[src/rtl/regfile_param.sv]
// Parameterised register file with two combinational read ports, one
// byte-enabled write port, optional hardwired-zero register 0, optional
// same-cycle write forwarding, and a sequential clear sweep engine.
module regfile_param #(
  parameter int WIDTH    = 32,
  parameter int ADDR_W   = 5,
  parameter int ZERO_REG = 1,
  parameter int BYPASS   = 1
) (
  input  logic                 clk,
  input  logic                 reset,
  input  logic [ADDR_W-1:0]    Aa,
  input  logic [ADDR_W-1:0]    Ab,
  input  logic [ADDR_W-1:0]    Aw,
  input  logic [WIDTH-1:0]     Dw,
  input  logic                 WrEn,
  input  logic [WIDTH/8-1:0]   WrBe,
  input  logic                 Clr,
  output logic [WIDTH-1:0]     Da,
  output logic [WIDTH-1:0]     Db,
  output logic                 Busy,
  output logic                 ClrDone,
  output logic                 WrDrop
);

  localparam int DEPTH  = 2 ** ADDR_W;
  localparam int NBYTES = WIDTH / 8;

  localparam logic [0:0] IDLE  = 1'b0;
  localparam logic [0:0] SWEEP = 1'b1;

  logic [WIDTH-1:0]  mem [DEPTH];
  logic [0:0]        state;
  logic [ADDR_W-1:0] idx;
  logic [WIDTH-1:0]  merged;
  logic              wr_ok;
  logic              fwd_a;
  logic              fwd_b;

  // Write qualification and byte merge of new data over the stored word
  always_comb begin
    wr_ok  = (state == IDLE) && WrEn && !((ZERO_REG != 0) && (Aw == '0));
    merged = mem[Aw];
    for (int unsigned i = 0; i < NBYTES; i++) begin
      if (WrBe[i]) merged[8*i +: 8] = Dw[8*i +: 8];
    end
  end

  // Combinational read ports with optional forwarding of the merged write
  always_comb begin
    fwd_a = (BYPASS != 0) && wr_ok && (Aa == Aw);
    fwd_b = (BYPASS != 0) && wr_ok && (Ab == Aw);
    if ((ZERO_REG != 0) && (Aa == '0)) Da = '0;
    else if (fwd_a)                    Da = merged;
    else                               Da = mem[Aa];
    if ((ZERO_REG != 0) && (Ab == '0)) Db = '0;
    else if (fwd_b)                    Db = merged;
    else                               Db = mem[Ab];
  end

  // Storage update: reset clears everything, sweep clears one entry per edge
  always_ff @(posedge clk) begin
    if (reset) begin
      for (int unsigned i = 0; i < DEPTH; i++) mem[i] <= '0;
    end else if (state == SWEEP) begin
      mem[idx] <= '0;
    end else if (wr_ok) begin
      mem[Aw] <= merged;
    end
  end

  // Sweep FSM, index counter and registered status pulses
  always_ff @(posedge clk) begin
    if (reset) begin
      state   <= IDLE;
      idx     <= '0;
      ClrDone <= 1'b0;
      WrDrop  <= 1'b0;
    end else begin
      ClrDone <= 1'b0;
      WrDrop  <= (state == SWEEP) && WrEn;
      case (state)
        IDLE: begin
          if (Clr) begin
            state <= SWEEP;
            idx   <= '0;
          end
        end
        SWEEP: begin
          if (idx == '1) begin
            state   <= IDLE;
            idx     <= '0;
            ClrDone <= 1'b1;
          end else begin
            idx <= idx + ADDR_W'(1);
          end
        end
        default: state <= IDLE;
      endcase
    end
  end

  assign Busy = (state == SWEEP);

endmodule

[config.mk]
export PLATFORM = sky130hd
export DESIGN_NAME = regfile_param
export DESIGN_NICKNAME = d
export VERILOG_FILES = /design/src/rtl/regfile_param.sv
export SDC_FILE = /design/constraint.sdc
export NUM_CORES = 2
export LEC_CHECK = 0
export ABC_CLOCK_PERIOD_IN_PS = 10800
export BUFFER_PORTS_ARGS = -buffer_cell sky130_fd_sc_hd__buf_2
export CAP_MARGIN = 15
export CORE_MARGIN = 2
export CORE_UTILIZATION = 50
export DETAILED_ROUTE_END_ITERATION = 6
export MAX_ROUTING_LAYER = met4
export PLACE_DENSITY = 0.66
export SLEW_MARGIN = 30
export SYNTH_ARGS = -nofsm -noshare
export SYNTH_HDL_FRONTEND = slang
export SYNTH_SLANG_ARGS = --single-unit
[constraint.sdc]
create_clock -name clk -period 10.8 [get_ports clk]
set_input_delay 2.16 -clock clk [delete_from_list [all_inputs] [get_ports clk]]
set_output_delay 2.16 -clock clk [all_outputs]
set_load 0.01 [all_outputs]
==> metrics.csv <==
stage,metric,value,unit
sta,total negative slack,0,ns
layout,area delta synth->final,10.2,%
clock_network,Sink Count,1032,
sta,Fmax,0.115,GHz
power_and_ir_drop,Pwr Density,149,nW/um^2
worst_setup_path,"most used cell, CP",buf_4,
clock_network,CTS resizes,0,
worst_setup_path,"setup slack, reg-to-reg",6.28,ns
synthesis,compound-gate portion of the synthesized area,10.0,%
detailed_routing,DR pass1 iterations,7,
synthesis,Synth area leader,edfxtp_1,
layout,filler cell count,10100,
clock_network,CTS HTree Levels,3,
clock_network,hold buffers post-CTS,0,
synthesis,#FFs+latches synth,1032,
synthesis,main combinational cell family by area after synthesis,multiplexers,
grt,vias in the first global route,46800,
clock_network,Post-CTS Setup Bufs,0,
grt,largest net degree at the start of global routing,150,
synthesis,"Avg Cell Area, Syn",12.8,sq um
synthesis,asr flop ratio synth,0,%
worst_setup_path,Worst Reg2Reg Path Length in Cells,6,
sta,Final Setup Violations,0,
synthesis,"Cell Area, Synth",62000,sq um
worst_setup_path,worst setup path class,in2out,
worst_setup_path,worst-path cell with the longest stage delay,a221oi_4,
sta,fin crit share,80.2,%
worst_setup_path,r2r endpoint,mem[5][13],
worst_setup_path,Reg-to-Reg Start,Busy,
synthesis,commonest cells in the netlist,"1048 x nor2_1, 1024 x edfxtp_1, 544 x mux4_2",
floorplanning,core area,123000,sq um
power_and_ir_drop,VDD IR max,0.000133,V
worst_setup_path,CP max FO,60,
synthesis,Mapped Cells,4852,
synthesis,Netlist cell types,48,
synthesis,Synth area leaders,"edfxtp_1 50%, mux4_2 20%, nor2_1 6.3%, a22oi_1 4.3%, mux2i_1 3.7%",
synthesis,top_reg_cell synth,edfxtp_1,
grt,Tot GR Track Use,40.3,%
floorplanning,Initial Util,50.3,%
placement,I/O Buffers,121,
clock_network,Worst-path clk slew,0.07,ns
clock_network,Clock Latency Late Sink,0.75,ns
detailed_routing,Post-Route WL,251000,microns
sta,Final Hold Fails,0,
synthesis,post-synthesis mux area share,26.4,%
grt,grt met2 use,56.1,%
synthesis,Post-synth EDFFs,1024,
worst_hold_path,hold worst-path end,idx[3],
worst_setup_path,"Req. time, crit path",8.64,ns
grt,GRT overflow,0,
layout,layout cells sized above 1,26.3,%
power_and_ir_drop,final total power,0.0102,W
detailed_routing,Wirelength per Cell,38.7,microns
grt,met3 Use GR,16.2,%
worst_setup_path,nature of the critical path endpoint,output port,
detailed_routing,via count,48500,
sta,RSZ-0062 raised after global routing,no,
floorplanning,Die X,356,microns
placement,DP Wirelength,143000,microns
grt,met1 usage,50.6,%
sta,fin crit period,8.66,ns
grt,gr busiest metal,met2,
worst_setup_path,crit-path max cell delay,0.87,ns
sta,worst-case clock skew,0.0352,ns
status,failing checks,DRC,
synthesis,Adder-Cell Fraction of Synth Area,0.0404,%
synthesis,Post-Synth Simple-Gate Area,9.63,%
layout,Post-layout nets,4799,
power_and_ir_drop,Leak,23.8,nW
sta,hold slack,0.564,ns
worst_setup_path,crit path cell chain,clkbuf_8 > nand2b_4 > buf_4 > nor2_1 > or3_1 > a221oi_4 > buf_4 > o21ai_0 > buf_2,
synthesis,Synth warnings,0,
clock_network,Root Driver,clkbuf_16,
clock_network,Clock Path Buffers,3,
worst_hold_path,HP Class,reg2reg,
worst_setup_path,Worst EP arrival,6.50,ns
detailed_routing,detailed router's first-iteration violation count,9412,
sta,max-slew violation count,0,
clock_network,CTS Buf Count,109,
status,outcome,"finished, violations left",
synthesis,top cell type's share of synthesized area,49.6,%
floorplanning,chip height,356,microns
synthesis,sequential area share after synthesis,49.9,%
placement,Final Wtd Congestion,0.978,
grt,initial antenna violation count,9,
clock_network,CTS tree,built,
detailed_routing,# DRC,1,
flow_run,Max-cap violations,0,
detailed_routing,Vias/cell,7.49,
synthesis,Post-Synth XOR/XNOR Area,0.141,%
sta,Worst Max-Slew Pin Slew,1.09,ns
grt,global-route wire length before repair,348000,microns
floorplanning,Die Area,127000,sq um
worst_hold_path,Hold Crit Start,idx[1],
sta,relative slew slack,27.2,%
worst_hold_path,Worst Hold Path Cells,2,
floorplanning,io pins,122,
synthesis,"count leader, synth",nor2_1,
floorplanning,Core Rows,129,
worst_setup_path,Worst Setup Start Kind,input port,
detailed_routing,Routed Antenna Nets,0,
## critical path, delay by kind of cell
kind	cells	cell delay, ns
AOI/OAI and AO/OA	2	1.15
and+or+nand+nor	3	1.40
buffers and inverters	4	1.68
## power by group
part | internal [W] | total (W) | switching [W]
Sequential | 0.00456 | 0.00467 | 0.000115
Combinational | 0.000602 | 0.00178 | 0.00118
Clock | 0.00207 | 0.00373 | 0.00167
## cell families (layout without fill, tap and decap cells)
family,count (synthesis),in the layout
XOR/XNOR,10,10
adder cells (fa/ha/maj),2,2
buffers and inverters,549,497
flip-flops,1032,1032
other,1,42
AND/OR/NAND/NOR,1468,1468
multiplexers,936,936
AO/OA/AOI/OAI,854,854
## per-layer routing
layer,part of all wire [%],vias to the layer above
met4,6.5,0
met1,33,24000
met3,18,1096
li1,-,18700
met5,0,-
met2,43,4752
## through the flow
step	setup WS [ns]	cell area (sq um)	util (%)	std cells
final	2.14	68300	55.4	6478
after CTS	2.42	68200	55.3	6464
after global placement	2.47	64700	52.5	6260
after global routing	2.27	68300	55.4	6475
after detailed placement	2.43	64800	52.5	6264
after floorplan	4.56	62100	-	4883
## worst max-delay path by stage
stage	endpoint	depth (start not counted)	slack, ns	startpoint
after CTS	Db[20]	9	2.42	Aw[0]
after global placement	Db[20]	9	2.47	Aw[0]
after global routing	Db[20]	9	2.27	Aw[0]
final	Db[20]	9	2.14	Aw[0]
after floorplan	Da[24]	8	4.56	Aw[2]
after detailed placement	Db[20]	9	2.43	Aw[0]
## area by class of cell
| cell class | instances | area [sq um] | share of cell area [%] |
|---|---|---|---|
| multi-input cells | 3302 | 29700 | 43.5 |
| diodes | 10 | 25.0 | 0.0366 |
| flip-flops and latches | 1032 | 30900 | 45.2 |
| well taps | 1637 | 2050 | 3.00 |
| clock inverters | 62 | 518 | 0.758 |
| clock buffers | 138 | 2880 | 4.21 |
| inverters | 7 | 26.3 | 0.0385 |
| repair buffers | 290 | 2180 | 3.19 |
## cell usage in the layout (no fill, tap or decap), types with 33 or more instances in the layout
cell / Yosys / routed
buf_2: 202 / 115
a211oi_1: 64 / 64
mux4_2: 544 / 544
nor2_1: 1048 / 1043
edfxtp_1: 1024 / 1024
o21ai_0: 97 / 97
o211ai_1: 33 / 33
a22oi_1: 352 / 352
o22ai_1: 65 / 65
nor2b_1: 74 / 69
clkbuf_16: 0 / 111
nand2_1: 209 / 201
mux2_2: 161 / 161
nor3_1: 41 / 34
buf_4: 17 / 150
a31oi_1: 69 / 65
mux2i_1: 230 / 230
a21oi_1: 72 / 72
## state kept, by name, indices dropped and copies added, names as in the netlist
| name | cells |
|---|---|
| Busy | 1 |
| idx | 5 |
| mem | 1024 |
| WrDrop | 1 |
| ClrDone | 1 |
(Power assumes the default switching activity.)
